==> config.mk <==
export PLATFORM = sky130hd
export DESIGN_NAME = data_mem_ctrl
export DESIGN_NICKNAME = d
export VERILOG_FILES = /design/src/rtl/data_mem_ctrl.sv
export SDC_FILE = /design/constraint.sdc
export NUM_CORES = 1
export LEC_CHECK = 0
export ABC_AREA = 1
export BUFFER_PORTS_ARGS = -buffer_cell sky130_fd_sc_hd__buf_2
export CORE_MARGIN = 2
export CORE_UTILIZATION = 35
export DETAILED_ROUTE_END_ITERATION = 7
export PLACE_DENSITY = 0.6
export SLEW_MARGIN = 20
export SYNTH_ARGS = -nofsm -noshare
export SYNTH_HDL_FRONTEND = slang
export SYNTH_SLANG_ARGS = --single-unit
export TNS_END_PERCENT = 100
==> constraint.sdc <==
create_clock -name clock -period 1.88 [get_ports clock]
set_input_delay 0.188 -clock clock [delete_from_list [all_inputs] [get_ports clock]]
set_output_delay 0.188 -clock clock [all_outputs]
set_load 0.01 [all_outputs]
==> src/rtl/data_mem_ctrl.sv <==
// Data-memory access controller: one outstanding load/store, lane alignment, load extension.
// Optional bus timeout watchdog is compiled in with `define DMEM_TIMEOUT_EN.
module data_mem_ctrl #(
    parameter int TIMEOUT_CYCLES = 16
) (
    input  logic        clock,
    input  logic        reset,
    input  logic        req_valid,
    output logic        req_ready,
    input  logic        req_we,
    input  logic [1:0]  req_size,
    input  logic        req_unsigned,
    input  logic [31:0] req_addr,
    input  logic [31:0] req_wdata,
    output logic        resp_valid,
    output logic [31:0] resp_rdata,
    output logic        resp_err,
    output logic        bus_cyc,
    output logic        bus_we,
    output logic [31:0] bus_addr,
    output logic [31:0] bus_wdata,
    output logic [3:0]  bus_be,
    input  logic        bus_ack,
    input  logic        bus_err,
    input  logic [31:0] bus_rdata,
    output logic [1:0]  dbg_state
);

    // Handshake: a request transfers on a rising edge where req_valid && req_ready;
    // the response is a single-cycle resp_valid pulse with no back-pressure.
    typedef enum logic [1:0] {
        IDLE = 2'd0,
        BUS  = 2'd1,
        RESP = 2'd2
    } state_t;

    state_t      state;
    logic        we_q;
    logic [1:0]  size_q;
    logic        uns_q;
    logic [1:0]  lane_q;

    logic        req_bad;
    logic [31:0] store_data;
    logic [3:0]  store_be;
    logic [7:0]  byte_sel;
    logic [15:0] half_sel;
    logic [31:0] load_data;
    logic        timed_out;
    logic        bus_end;

`ifdef DMEM_TIMEOUT_EN
    localparam int CNT_W = $clog2(TIMEOUT_CYCLES + 1);
    logic [CNT_W-1:0] to_cnt;
`endif

    assign dbg_state = state;

    always_comb begin
        store_data = req_wdata;
        store_be   = 4'b1111;
        req_bad    = 1'b0;
        case (req_size)
            2'b00: begin
                store_data = {4{req_wdata[7:0]}};
                store_be   = 4'b0001 << req_addr[1:0];
            end
            2'b01: begin
                store_data = {2{req_wdata[15:0]}};
                store_be   = 4'b0011 << req_addr[1:0];
                req_bad    = req_addr[0];
            end
            2'b10:   req_bad = |req_addr[1:0];
            default: req_bad = 1'b1;
        endcase
    end

    // Lane extraction uses the latched address/size, so bus_rdata is only consumed on ack.
    always_comb begin
        byte_sel = bus_rdata[{lane_q, 3'b000} +: 8];
        half_sel = lane_q[1] ? bus_rdata[31:16] : bus_rdata[15:0];
        case (size_q)
            2'b00:   load_data = {{24{~uns_q & byte_sel[7]}}, byte_sel};
            2'b01:   load_data = {{16{~uns_q & half_sel[15]}}, half_sel};
            default: load_data = bus_rdata;
        endcase
    end

    always_comb begin
        timed_out = 1'b0;
`ifdef DMEM_TIMEOUT_EN
        timed_out = (to_cnt == CNT_W'(TIMEOUT_CYCLES - 1));
`endif
        bus_end = bus_ack | bus_err | timed_out;
    end

    always_ff @(posedge clock) begin
        if (reset) begin
            state      <= IDLE;
            req_ready  <= 1'b1;
            resp_valid <= 1'b0;
            resp_rdata <= '0;
            resp_err   <= 1'b0;
            bus_cyc    <= 1'b0;
            bus_we     <= 1'b0;
            bus_addr   <= '0;
            bus_wdata  <= '0;
            bus_be     <= '0;
            we_q       <= 1'b0;
            size_q     <= '0;
            uns_q      <= 1'b0;
            lane_q     <= '0;
`ifdef DMEM_TIMEOUT_EN
            to_cnt     <= '0;
`endif
        end else begin
            case (state)
                IDLE: begin
                    if (req_valid) begin
                        we_q      <= req_we;
                        size_q    <= req_size;
                        uns_q     <= req_unsigned;
                        lane_q    <= req_addr[1:0];
                        req_ready <= 1'b0;
                        if (req_bad) begin
                            state      <= RESP;
                            resp_valid <= 1'b1;
                            resp_err   <= 1'b1;
                        end else begin
                            state     <= BUS;
                            bus_cyc   <= 1'b1;
                            bus_we    <= req_we;
                            bus_addr  <= {req_addr[31:2], 2'b00};
                            bus_wdata <= req_we ? store_data : 32'h0;
                            bus_be    <= req_we ? store_be : 4'b1111;
`ifdef DMEM_TIMEOUT_EN
                            to_cnt    <= '0;
`endif
                        end
                    end
                end
                BUS: begin
                    if (bus_end) begin
                        state      <= RESP;
                        resp_valid <= 1'b1;
                        bus_cyc    <= 1'b0;
                        bus_we     <= 1'b0;
                        bus_addr   <= '0;
                        bus_wdata  <= '0;
                        bus_be     <= '0;
                        // Error beats ack; ack beats an expiring timeout.
                        if (bus_err) begin
                            resp_err   <= 1'b1;
                            resp_rdata <= '0;
                        end else if (bus_ack) begin
                            resp_err   <= 1'b0;
                            resp_rdata <= we_q ? 32'h0 : load_data;
                        end else begin
                            resp_err   <= 1'b1;
                            resp_rdata <= '0;
                        end
                    end else begin
`ifdef DMEM_TIMEOUT_EN
                        to_cnt <= to_cnt + 1'b1;
`endif
                    end
                end
                RESP: begin
                    state      <= IDLE;
                    resp_valid <= 1'b0;
                    resp_err   <= 1'b0;
                    resp_rdata <= '0;
                    req_ready  <= 1'b1;
                end
                default: begin
                    state     <= IDLE;
                    req_ready <= 1'b1;
                end
            endcase
        end
    end

endmodule

### Word level (Yosys, flattened, before mapping)

Index checks and enable logic that the tools add are counted.
W data, S select, Z words.

| word-level totals | value |
|---|---|
| register bits | 113 |
| input port bits | 105 |
| output and inout bits | 107 |
| logic and storage cells | 88 |

| operators by class | value |
|---|---|
| equal/unequal tests | 9 |
| shift-type cells | 3 |
| muxes and demuxes | 44 |
| bitwise logic cells | 5 |
| reduce and logical (&&, ||, !) cells | 13 |

Operators by type and width:

| cell | number |
|---|---|
| $mux W32 | 10 |
| $pmux W32 S2 | 5 |
| $shiftx A32 B6 Y8 | 1 |
| $mux W16 | 1 |
| $mux W4 | 4 |
| $pmux W4 S2 | 2 |
| $mux W1 | 12 |
| $pmux W1 S3 | 3 |
| $ne A2 B2 Y1 const B | 4 |
| $reduce_and A2 Y1 | 4 |
| $reduce_and A4 Y1 | 2 |
| $eq A2 B1 Y1 const B | 3 |
| $logic_not A2 Y1 | 3 |
| $mux W2 | 3 |
| $pmux W1 S2 | 3 |
| $eq A2 B2 Y1 const B | 2 |
| $pmux W2 S2 | 1 |
| $reduce_bool A2 Y1 | 2 |
| $shl A1 B2 Y4 const A | 1 |
| $shl A2 B2 Y4 const A | 1 |
| $reduce_bool A3 Y1 | 1 |
| $and A1 B1 Y1 | 2 |
| $not A1 Y1 | 2 |
| $reduce_or A2 Y1 | 1 |
| $or A1 B1 Y1 | 1 |

### Longest topological paths before layout

Gate-level depths: netlist of run 1.

| logic depth | value |
|---|---|
| depth in word-level cells | 8 |
| mapped depth | 12 |
| mapped depth without buffers | 10 |

### Worst setup path before layout of run 1

Ideal clock, no wire load.

| timing | value |
|---|---|
| kind | register -> register |
| start | reg state[1], in the netlist dbg_state[1] |
| end | reg bus_addr[26] |
| setup time | 0.140 ns |
| arrival | 1.404 ns |
| required time | 1.740 ns |
| setup slack | 0.336 ns |
| stages on the path, launching flop included | 10 |
| buffers on the path | 2 |
| clock period less this slack | 1.544 ns |
| path through | dfxtp_1 > nor2_2 > nand3_1 > nand2_2 > nor2_4 > nand2_4 > buf_6 > buf_8 > nand2_2 > a21oi_2 |

| between the ends | value |
|---|---|
| word-level cells in the longest chain between the ends | 3 |
| elaborated cells on any way between the ends | 8 |
| those cells by class | eq/ne: 4; mux: 1; reduce/logical: 3 |

RTL lines:

| element | RTL line | RTL |
|---|---|---|
| from (decl) | 37 | `state_t state;` |
| from (signal assigned) | 99 | `state <= IDLE;` |
| from (signal assigned) | 126 | `state <= RESP;` |
| from (signal assigned) | 130 | `state <= BUS;` |
| $eq A2 B1 Y1 or $logic_not A2 Y1 (tied branches) | 117 | `case (state)` |
| $ne A2 B2 Y1 (no source line) or $reduce_bool A2 Y1 (tied branches) | -- |  |
| $reduce_and A4 Y1 (no source line) | -- |  |
| to (signal assigned) | 133 | `bus_addr <= {req_addr[31:2], 2'b00};` |
| to (decl) | 20 | `output logic [31:0] bus_addr,` |

Several ways; a longest one is shown, not always the timed one.
A chain may end at the register's enable or synchronous reset.

### Worst setup path in the final report of run 1

| timing | value |
|---|---|
| start | reg state[1], in the netlist dbg_state[1] |
| end | reg bus_wdata[28] |

| between the ends | value |
|---|---|
| word-level cells in the longest chain between the ends | 3 |
| elaborated cells on any way between the ends | 8 |
| those cells by class | eq/ne: 4; mux: 1; reduce/logical: 3 |

RTL lines:

| element | RTL line | RTL |
|---|---|---|
| $eq A2 B1 Y1 or $logic_not A2 Y1 (tied branches) | 117 |  |
| $ne A2 B2 Y1 (no source line) or $reduce_bool A2 Y1 (tied branches) | -- |  |
| $reduce_and A4 Y1 (no source line) | -- |  |
| to (signal assigned) | 134 | `bus_wdata <= req_we ? store_data : 32'h0;` |
| to (decl) | 21 | `output logic [31:0] bus_wdata,` |

Several ways; a longest one is shown, not always the timed one.

==> results of run 1 <==
sequential cells by signal, indices dropped and copies added, names as in the netlist:
signal / count
uns_q: 1
bus_cyc: 1
bus_be: 4
size_q: 2
dbg_state: 2
bus_addr: 30
resp_rdata: 32
resp_valid: 1
we_q: 1
resp_err: 1
bus_wdata: 32
lane_q: 2
req_ready: 1
bus_we: 1
power by group:
part / leakage (nW) / internal, mW / total, mW / switching (mW)
Sequential: 0.903 / 2.50 / 2.58 / 0.0817
Clock: 0.148 / 1.08 / 2.01 / 0.926
Combinational: 2.16 / 0.523 / 1.42 / 0.901
Total: 3.22 / 4.11 / 6.02 / 1.91
worst paths after layout:
check                            startpoint                    endpoint  slack, ps  cells after the start
setup reg to reg  dbg_state[1]$_SDFFE_PP0P_  bus_wdata[28]$_SDFFE_PP0P_        220                      7
hold / removal                 req_addr[12]   bus_addr[12]$_SDFFE_PP0P_         60                      3
setup / recovery  dbg_state[1]$_SDFFE_PP0P_  bus_wdata[28]$_SDFFE_PP0P_        220                      7
hold reg to reg     resp_valid$_SDFFE_PP0P_     resp_valid$_SDFFE_PP0P_        460                      2
layer usage:
layer  part of all wire (%)  up-vias  wire [um]  global-route usage, %
li1                       -     2858          -                      -
met1                     44     2454       7130                  26.19
met2                     46      228       7524                  33.61
met3                    8.1       22       1328                  4.964
met4                    2.2        0        356                  7.712
met5                      0        -          0                      0
critical path, delay by kind of cell, from the launching register on:
family,cells,cell delay (ps)
flops,1,480
compound gates,1,160
simple gates,5,660
buf+inv,1,280
placed cells by master, fill, tap and decap left out, types with 2 or more instances in the layout:
cell and instances:
nand2_1 271, buf_2 208, dfxtp_1 111, a21oi_1 110, nor2_1 46, inv_1 40, o21ai_0 36, nand3_1 28
nand4_1 20, buf_4 16, nand2_2 14, nor3_1 12, a21oi_2 10, clkbuf_16 9, buf_12 6, nor2_4 3
or2_2 3, nor2_2 2, nand3_2 2, inv_2 2, conb_1 2
metrics by stage:
step / setup WS, ps / util, % / std cells / hold slack (ps)
after floorplan: 335.6 / - / 768 / 330.9
after global placement: 206.8 / 44.45 / 1131 / 438.3
after detailed placement: 178.0 / 44.45 / 1131 / 442.9
after CTS: 160.1 / 46.56 / 1147 / 59.50
after global routing: 8.918 / 46.67 / 1147 / 74.07
final: 219.5 / 46.67 / 1147 / 64.94
cell families (layout without fill, tap and decap cells):
logic type / after synthesis / in the layout
AOI/OAI and AO/OA: 158 / 158
buffers and inverters: 94 / 289
DFF: 111 / 111
other: 1 / 2
and+or+nand+nor: 403 / 403
final cells by class:
class,instances,share of cell area [%]
clock inverter,5,0.9258
inverter,43,2.425
sequential,111,32.88
tap,184,3.407
clock buffer,11,3.592
multi-input combinational,563,37.81
timing repair buffer,230,18.96
timing repair:
| action | CTS | global route |
|---|---|---|
| setup endpoints to repair | 0 | 21 |
| gates resized for setup | 0 | 3 |
| setup buffers | 0 | 0 |
==> metrics.md, run 1 <==
| Metric | Value |
|---|---|
| Status | `completed` |
| Number of buffers inserted by hold repair at cts | `0` |
| Arrival time at the worst endpoint | `just under 2000 ps` |
| Post-synthesis register bit count | `111` |
| CTS tree | `yes` |
| Final period util | `around nine tenths` |
| Synth top area share | `42.97%` |
| P_leak | `around 3.2 nW` |
| Vias in the first global route | `about 5,300` |
| Final Routed Wirelength | `~16,000 um` |
| Syn Inst Count | `between 700 and 800` |
| Number of I/O port buffers | `209` |
| Residual DRC | `0` |
| 1st-iter DRT viols | `~380` |
| Core area | `14,480 um^2` |
| GR Overflow Total | `0` |
| FF+latch area | `around 2200 um^2` |
| Xor and xnor fraction of the mapped netlist area | `0%` |
| CTS root buf | `clkbuf_16` |
| Num CTS Buffers | `9` |
| CP Class | `flop to flop` |
| Die ar. | `about 16,000 um^2` |
| Hold crit path type | `primary input to flop` |
| Num rows | `44` |
| Final clock skew | `about 12 ps` |
| Antenna Cells | `0` |
| RSZ-0062 raised after global routing | `no` |
| Die W | `between 100 and 150 um` |
| Main combinational cell family by area after synthesis | `simple AND/OR/NAND/NOR gates` |
| Total global-route track usage | `around a fifth` |
| Startpoint types | `flop` |
| Top Ports | `about 210` |
| Routed vias/inst | `just under 5` |
| Syn. warnings | `0` |
| DR vias | `approximately 5,600` |
| Cell Pwr Density | `890.2 nW/um^2` |
| Setup TNS | `0 ps` |
| Crit end category | `flop` |
| Seq/Total Area, Yosys | `between 40% and 50%` |
| Area contributors post-synth | `dfxtp_1 (43%), nand2_1 (20%), a21oi_1 (11%)` |
| CP Data Required Time | `2170 ps` |
| Worst-path clk slew | `roughly 80 ps` |
| Worst slew pin tran | `654.3 ps` |
| Die height | `between 100 and 150 um` |
| Cells along the critical path | `nor2_2 -> nand3_2 -> nand2_2 -> nor2_4 -> buf_4 -> nand4_1 -> a21oi_1` |
| DR pass1 iterations | `5` |
| Primary FF master, synth | `dfxtp_1` |
| WL per Instance | `roughly 14 um` |
| Antenna violations before repair | `0` |
| Total power | `between 6 and 7 mW` |
| Multi-input logic area | `between 2000 and 3000 um^2` |
| Final worst path period need | `about 1700 ps` |
| Avg Cell Area, Syn | `between 6 and 7 um^2` |
| Initial core utilization | `35.72%` |
| Nets | `around 1,100` |
| Peak Freq | `602.2 MHz` |
| # Max-Cap Violations | `0` |
| Slowest CP cell | `dfxtp_1` |
| DRT antenna net count | `0` |
| Async SR Flop Fraction | `0%` |
| Pin count of the biggest net entering global routing | `43` |
| Simple-gate area share of the yosys netlist | `between 30 and 40%` |
| Final hold viol count | `0` |
| Gpl congestion | `0.8587` |
| Crit-path max cell delay | `around 480 ps` |
| Post-DP HPWL | `12,040 um` |
| Mux cell area share after synthesis | `0%` |
| Final instance area | `around 6800 um^2` |
| Count leader, synth | `nand2_1` |
| Fillers | `~1,500` |
| Distinct cells, synth | `27` |
| Compound-gate portion of the synthesized area | `between 10% and 20%` |
| Max FO, Critical Path | `22` |
| Post-synth top cells | `nand2_1 (272), dfxtp_1 (111), a21oi_1 (110), nor2_1 (46), inv_1 (40)` |
| Final setup vio count | `0` |
| Adder-Cell Fraction of Synth Area | `0%` |
| Syn Std Cell Area | `between 5000 and 6000 um^2` |
| Clock Latency Late Sink | `roughly 360 ps` |
| Placed Instance Area | `about 6400 um^2` |
| Maximum vdd drop | `between 0.4 and 0.5 mV` |
| Post-synthesis to final-layout area growth | `30.68%` |
| Share of cells above drive strength 1 | `between 20 and 30%` |
| Post-synth EDFFs | `0` |
| Clk sinks | `111` |
| Htree depth | `3` |
| First-pass GRT wire length | `between 20,000 and 30,000 um` |
| Clk buf depth | `2` |
| Slew Limit Fails | `0` |
| Leading area contributor after synthesis | `dfxtp_1` |
| Max_slew headroom | `56.22%` |
Note: power is estimated with default switching activity, not from simulation.
==> run 2, diff against run 1 <==
--- a/config.mk
+++ b/config.mk
@@ -7,7 +7,6 @@
 export LEC_CHECK = 0
 export ABC_AREA = 1
 export BUFFER_PORTS_ARGS = -buffer_cell sky130_fd_sc_hd__buf_2
-export CORE_MARGIN = 2
 export CORE_UTILIZATION = 35
 export DETAILED_ROUTE_END_ITERATION = 7
 export PLACE_DENSITY = 0.6
==> run 2 against run 1 <==
  * Non-clock buffer count is 1 higher
  * Clock skew hardly changed
  * Combinational power hardly changed
  * Sequential power hardly changed
  * Hold slack better by 6.8 ps
  * Core utilization is 0.069 points lower
  * Global-route usage is 0.96 points higher
  * First-iteration DRC count is 15% lower
  * Critical endpoint is now bus_be[0]$_SDFFE_PP0P_
==> metrics.md, run 2 (synthesis results as in run 1) <==
| Metric | Value |
|---|---|
| Status | `completed (unchanged)` |
| Setup TNS | `0 ps (unchanged)` |
| Die height | `123.6 um (was 125.6 um)` |
| Routed vias/inst | `4.857 (was 4.849)` |
| Dpl ws | `9.944 ps (was 178.0 ps)` |
| CTS tree | `yes (unchanged)` |
| GR Overflow Total | `0 (unchanged)` |
| P_leak | `3.224 nW (was 3.216 nW)` |
| Final hold slack | `71.75 ps (was 64.94 ps)` |
| Residual DRC | `0 (unchanged)` |
| Num rows | `44 (unchanged)` |
| Max FO, Critical Path | `18 (was 22)` |
| Number of I/O port buffers | `209 (unchanged)` |
| Hold crit path type | `primary input to flop (unchanged)` |
| DRT antenna net count | `0 (unchanged)` |
| Worst-path clk slew | `80 ps (about the same)` |
| Clk sinks | `111 (unchanged)` |
| Cell Pwr Density | `883.2 nW/um^2 (was 890.2 nW/um^2)` |
| Cells along the critical path | `nor2_1 -> nand2_1 -> nor2_4 -> nand2_1 -> a21oi_2 (was nor2_2 -> nand3_2 -> nand2_2 -> nor2_4 -> buf_4 -> nand4_1 -> a21oi_1)` |
| Biggest regs | `bus_wdata: 32 flops, resp_rdata: 32 flops, bus_addr: 30 flops (unchanged)` |
| Critical Path Most Common Cell | `nand2_1` |
| Peak Freq | `581.4 MHz (was 602.2 MHz)` |
| Placed Instance Area | `6431 um^2 (was 6436 um^2)` |
| First-pass GRT wire length | `25,190 um (was 26,080 um)` |
| Crit-path max cell delay | `460 ps (was 480 ps)` |
| Commonest non-fill, non-tap cell in the layout | `nand2_1 (unchanged)` |
| Maximum vdd drop | `0.3862 mV (was 0.4595 mV)` |
| Fin worst setup slack | `160.0 ps (was 219.5 ps)` |
| Top Ports | `212 (unchanged)` |
| Post-synthesis to final-layout area growth | `30.49% (was 30.68%)` |
| Startpoint types | `flop (unchanged)` |
| Core area | `14,480 um^2 (unchanged)` |
| RSZ-0062 raised after global routing | `no (unchanged)` |
| DR vias | `5,590 (was 5,562)` |
| Final worst path period need | `1720 ps (was 1661 ps)` |
| Final instance area | `6748 um^2 (was 6758 um^2)` |
| # Max-Cap Violations | `0 (unchanged)` |
| Antenna violations before repair | `1 (was 0)` |
| Post-DP HPWL | `11,850 um (was 12,040 um)` |
| Vias in the first global route | `5,128 (was 5,254)` |
| Crit end category | `flop (unchanged)` |
| Die W | `123.6 um (was 125.6 um)` |
| Worst slew pin tran | `615.7 ps (was 654.3 ps)` |
| Final hold viol count | `0 (unchanged)` |
| Worst path top cell family by delay | `simple AND/OR/NAND/NOR gates (unchanged)` |
| Final period util | `91.49% (was 88.33%)` |
| Slew Limit Fails | `0 (unchanged)` |
| Slowest CP cell | `nor2_4 (was dfxtp_1)` |
| DR pass1 iterations | `4 (was 5)` |
| Total global-route track usage | `21.48% (was 20.52%)` |
| Clock Latency Late Sink | `360 ps (about the same)` |
| CTS root buf | `clkbuf_16 (unchanged)` |
| WL per Instance | `14.25 um (was 14.24 um)` |
| Final Routed Wirelength | `16,400 um (was 16,340 um)` |
| Final setup vio count | `0 (unchanged)` |
| Nets | `1,065 (was 1,063)` |
| Number of buffers inserted by hold repair at cts | `0 (unchanged)` |
| Die ar. | `15,260 um^2 (was 15,760 um^2)` |
| Max_slew headroom | `58.80% (was 56.22%)` |
| Clk buf depth | `2 (unchanged)` |
| Htree depth | `3 (unchanged)` |
| Most frequent cells in the layout | `nand2_1 (272), buf_2 (208), dfxtp_1 (111), a21oi_1 (110), nor2_1 (46) (was nand2_1 (271), buf_2 (208), dfxtp_1 (111), a21oi_1 (110), nor2_1 (46))` |
| Setup Buffers After CTS | `0 (unchanged)` |
| Pin count of the biggest net entering global routing | `47 (was 43)` |
| Buffers and inverters on the worst path | `0 (was 1)` |
| CP Class | `flop to flop (unchanged)` |
| Final clock skew | `11.82 ps (was 11.53 ps)` |
| Util after Layout | `46.60% (was 46.67%)` |
| Arrival time at the worst endpoint | `2010 ps (was 1950 ps)` |
| Gpl congestion | `0.8529 (was 0.8587)` |
| 1st-iter DRT viols | `318 (was 375)` |
| Initial core utilization | `35.72% (unchanged)` |
| Num CTS Buffers | `9 (unchanged)` |
| CP Data Required Time | `2170 ps (about the same)` |
| Share of cells above drive strength 1 | `29.43% (was 29.39%)` |
==> run 2: worst paths after layout <==
check / depth (start not counted) / slack (ps) / startpoint / endpoint
max: 5 / 160 / dbg_state[1]$_SDFFE_PP0P_ / bus_be[0]$_SDFFE_PP0P_
min: 3 / 70 / req_addr[6] / bus_addr[6]$_SDFFE_PP0P_
max reg2reg: 5 / 160 / dbg_state[1]$_SDFFE_PP0P_ / bus_be[0]$_SDFFE_PP0P_
min reg2reg: 2 / 460 / resp_err$_SDFFE_PP0P_ / resp_err$_SDFFE_PP0P_
==> run 2: cell type report <==
type / count / area (um^2)
flip-flops and latches: 111 / 2222
clock buffers: 12 / 266.5
well taps: 184 / 230.2
clock inverters: 4 / 33.78
repair buffers: 231 / 1276
inverters: 43 / 163.9
diodes: 2 / 5.005
multi-input cells: 564 / 2550
fillers: 1574 / 7731
==> run 2: layer usage <==
metal	up-vias	routed length (um)	GRT usage, %
met1	2481	7054	26.80
met3	33	1468	6.550
li1	2862	-	-
met5	-	15	0
met2	212	7486	34.74
met4	2	376	7.831
==> run 2: what timing repair did <==
| item | in CTS | in global routing |
|---|---|---|
| pin swaps | 1 | 1 |
| endpoints found under the setup margin | 1 | 17 |
| gates resized for setup | 0 | 1 |
| cloned | 1 | 0 |
==> run 2: tightest hold or removal path, cell delays in order <==
cell	delay, ps
buf_2	90
nand2_1	50
a21oi_1	50
==> run 2: stage by stage <==
stage	cells	power (mW)
6_report	1151	5.959
5_1_grt	1149	6.285
4_1_cts	1149	6.007
3_5_place_dp	1132	4.046
3_3_place_gp	1132	4.045
2_1_floorplan	768	3.522
==> run 2: report_power, final <==
part / leakage (nW) / switching, mW / internal [mW]
logic: 2.17 / 0.911 / 0.512
clock network: 0.152 / 0.935 / 1.03
registers: 0.903 / 0.0750 / 2.50
total: 3.22 / 1.92 / 4.04
==> run 3, diff against run 2 <==
--- a/config.mk
+++ b/config.mk
@@ -9,6 +9,7 @@
 export BUFFER_PORTS_ARGS = -buffer_cell sky130_fd_sc_hd__buf_2
 export CORE_UTILIZATION = 35
 export DETAILED_ROUTE_END_ITERATION = 7
+export MAX_ROUTING_LAYER = met4
 export PLACE_DENSITY = 0.6
 export SLEW_MARGIN = 20
 export SYNTH_ARGS = -nofsm -noshare
==> run 3 against run 2 <==
  * Sequential share of layout area hardly changed
  * Hold slack better by 4.8 ps
  * Register-to-register slack hardly changed
  * Largest cell class unchanged
  * Sequential power hardly changed
  * Power is 0.22% lower
  * Global-route usage is 0.64 points higher
  * Cell area hardly changed
  * Wire length is 0.30% lower
  * Cell count hardly changed
==> metrics.md, run 3 (synthesis results as in run 1) <==
| Metric | Value |
|---|---|
| Max_slew headroom | `59.01% (was 58.80%)` |
| Peak Freq | `581.8 MHz (was 581.4 MHz)` |
| Worst-path clk slew | `80 ps (about the same)` |
| # Max-Cap Violations | `0 (unchanged)` |
| Worst Hold Endpoint | `bus_addr[6]$_SDFFE_PP0P_ (unchanged)` |
| Final period util | `91.42% (was 91.49%)` |
| First-pass GRT wire length | `25,170 um (was 25,190 um)` |
| Worst slew pin tran | `612.6 ps (was 615.7 ps)` |
| Number of I/O port buffers | `209 (unchanged)` |
| Clock power share | `32.8% (was 32.9%)` |
| Clock Latency Late Sink | `350 ps (was 360 ps)` |
| Vias in the first global route | `5,142 (was 5,128)` |
| Gpl congestion | `0.8664 (was 0.8529)` |
| DR vias | `5,589 (was 5,590)` |
| Critical Path Most Common Cell | `nand2_1 (unchanged)` |
| Initial core utilization | `35.72% (unchanged)` |
| Final setup vio count | `0 (unchanged)` |
| DRT antenna net count | `0 (unchanged)` |
| Setup TNS | `0 ps (unchanged)` |
| Placed Instance Area | `6431 um^2 (unchanged)` |
| Die W | `123.6 um (unchanged)` |
| Setup Buffers After CTS | `0 (unchanged)` |
| Share of total power in combinational logic | `23.9% (about the same)` |
| Residual DRC | `0 (unchanged)` |
| CP Class | `flop to flop (unchanged)` |
| Total power | `5.946 mW (was 5.959 mW)` |
| Crit end category | `flop (unchanged)` |
| RR Startpoint | `dbg_state[1]$_SDFFE_PP0P_ (unchanged)` |
| Final Routed Wirelength | `16,350 um (was 16,400 um)` |
| Cell Pwr Density | `880.9 nW/um^2 (was 883.2 nW/um^2)` |
| Max FO, Critical Path | `18 (unchanged)` |
| Final hold viol count | `0 (unchanged)` |
| P_leak | `3.224 nW (about the same)` |
| Origin of the worst min-delay path | `req_addr[6] (unchanged)` |
| Clk buf depth | `2 (unchanged)` |
| Antenna violations before repair | `1 (unchanged)` |
| Post-DP HPWL | `11,850 um (unchanged)` |
| Crit-path max cell delay | `460 ps (about the same)` |
| Biggest regs | `bus_wdata: 32 flops, resp_rdata: 32 flops, bus_addr: 30 flops (unchanged)` |
| CTS tree | `yes (unchanged)` |
| 1st-iter DRT viols | `302 (was 318)` |
| Psw | `1.908 mW (was 1.921 mW)` |
| Die height | `123.6 um (unchanged)` |
| DR pass1 iterations | `4 (unchanged)` |
| Final hold slack | `76.51 ps (was 71.75 ps)` |
| Arrival time at the worst endpoint | `2010 ps (about the same)` |
| Total global-route track usage | `22.12% (was 21.48%)` |
| R2R Setup Slk | `160 ps (about the same)` |
| Core area | `14,480 um^2 (unchanged)` |
| Startpoint types | `flop (unchanged)` |
| Pin count of the biggest net entering global routing | `47 (unchanged)` |
| Switching portion of total power | `32.09% (was 32.23%)` |
| Die ar. | `15,260 um^2 (unchanged)` |
| Routed vias/inst | `4.852 (was 4.857)` |
| Share of cells above drive strength 1 | `29.43% (unchanged)` |
| WL per Instance | `14.19 um (was 14.25 um)` |
| Commonest non-fill, non-tap cell in the layout | `nand2_1 (unchanged)` |
| Number of buffers inserted by hold repair at cts | `0 (unchanged)` |
| Most frequent cells in the layout | `nand2_1 (272), buf_2 (208), dfxtp_1 (111), a21oi_1 (110), nor2_1 (46) (unchanged)` |
| Hold crit path type | `primary input to flop (unchanged)` |
| Post-synthesis to final-layout area growth | `30.53% (was 30.49%)` |
| Final instance area | `6750 um^2 (was 6748 um^2)` |
| Final clock skew | `10.50 ps (was 11.82 ps)` |
| CTS root buf | `clkbuf_16 (unchanged)` |
| Clk sinks | `111 (unchanged)` |
| CP Data Required Time | `2170 ps (about the same)` |
| Sequential share of power | `43.3% (was 43.2%)` |
| Nets | `1,065 (unchanged)` |
| Cells along the critical path | `nor2_1 -> nand2_1 -> nor2_4 -> nand2_1 -> a21oi_2 (unchanged)` |
| Hold path depth | `3 (unchanged)` |
| RR Endpoint | `bus_be[0]$_SDFFE_PP0P_ (unchanged)` |
| Power Internal | `4.038 mW (was 4.039 mW)` |
| Slew Limit Fails | `0 (unchanged)` |
| Util after Layout | `46.62% (was 46.60%)` |
| Final worst path period need | `1719 ps (was 1720 ps)` |
| RSZ-0062 raised after global routing | `no (unchanged)` |
| Num rows | `44 (unchanged)` |
| Htree depth | `3 (unchanged)` |
| Top Ports | `212 (unchanged)` |
| Slowest CP cell | `nor2_4 (unchanged)` |
| Maximum vdd drop | `0.3832 mV (was 0.3862 mV)` |
| GR Overflow Total | `0 (unchanged)` |
| Status | `completed (unchanged)` |
| Worst Reg-to-Reg Cells | `5 (unchanged)` |
| Num CTS Buffers | `9 (unchanged)` |
-- run 3: cell count changes in the layout (fill, tap and decap cells not counted), sizes merged --
cell and change:
diode +1
-- run 3: per-layer routing --
metal | vias to the layer above | track usage, % | part of all wire (%)
met5 | - | - | 0
met4 | 0 | 7.831 | 2.1
met2 | 207 | 34.92 | 46
met3 | 32 | 5.581 | 7.5
li1 | 2863 | - | -
met1 | 2487 | 27.28 | 44
-- run 3: power groups by stage --
stage | combinational (mW) | clock [mW] | sequential (mW)
global placement | 1.42 | 0 | 2.63
detailed placement | 1.42 | 0 | 2.63
CTS | 1.43 | 2.00 | 2.57
finish | 1.42 | 1.95 | 2.57
global route | 1.59 | 2.10 | 2.59
floorplan | 0.827 | 0 | 2.69
-- run 3: layout make-up --
type                       instances  area (um^2)
fill                            1573         7729
multi-input combinational        564         2550
sequential                       111         2222
timing repair buffer             231         1276
clock buffer                      12        266.5
tap                              184        230.2
inverter                          43        163.9
clock inverter                     4        33.78
antenna                            3        7.507
-- run 3: worst max path at each step --
stage / from / end / slack (ps) / cells past startpoint
4_1_cts: dbg_state[1]$_SDFFE_PP0P_ / bus_addr[19]$_SDFFE_PP0P_ / 30 / 5
3_5_place_dp: dbg_state[1]$_SDFFE_PP0P_ / bus_be[0]$_SDFFE_PP0P_ / 10 / 5
2_1_floorplan: dbg_state[1]$_SDFFE_PP0P_ / bus_addr[26]$_SDFFE_PP0P_ / 340 / 9
5_1_grt: dbg_state[1]$_SDFFE_PP0P_ / dbg_state[0]$_SDFFE_PP0P_ / 2 / 5
6_report: dbg_state[1]$_SDFFE_PP0P_ / bus_be[0]$_SDFFE_PP0P_ / 160 / 5
3_3_place_gp: req_addr[0] / bus_cyc$_SDFFE_PP0P_ / 60 / 8
-- run 3: worst max-delay path: cells and delay by family (launching register included) --
kind | cells | cell delay, ps
compound gates | 1 | 140
flops | 1 | 340
simple gates | 4 | 1170
-- run 3: repair_timing --
item	CTS	global route
setup endpoints to repair	1	17
pin swaps	1	1
resized for setup	0	1
gates cloned	1	0
-- run 3: stage by stage --
step           setup WS, ps  std cells
5_1_grt               2.044       1150
6_report              161.3       1152
4_1_cts               25.72       1149
3_3_place_gp          61.73       1132
3_5_place_dp          9.944       1132
2_1_floorplan         335.6        768
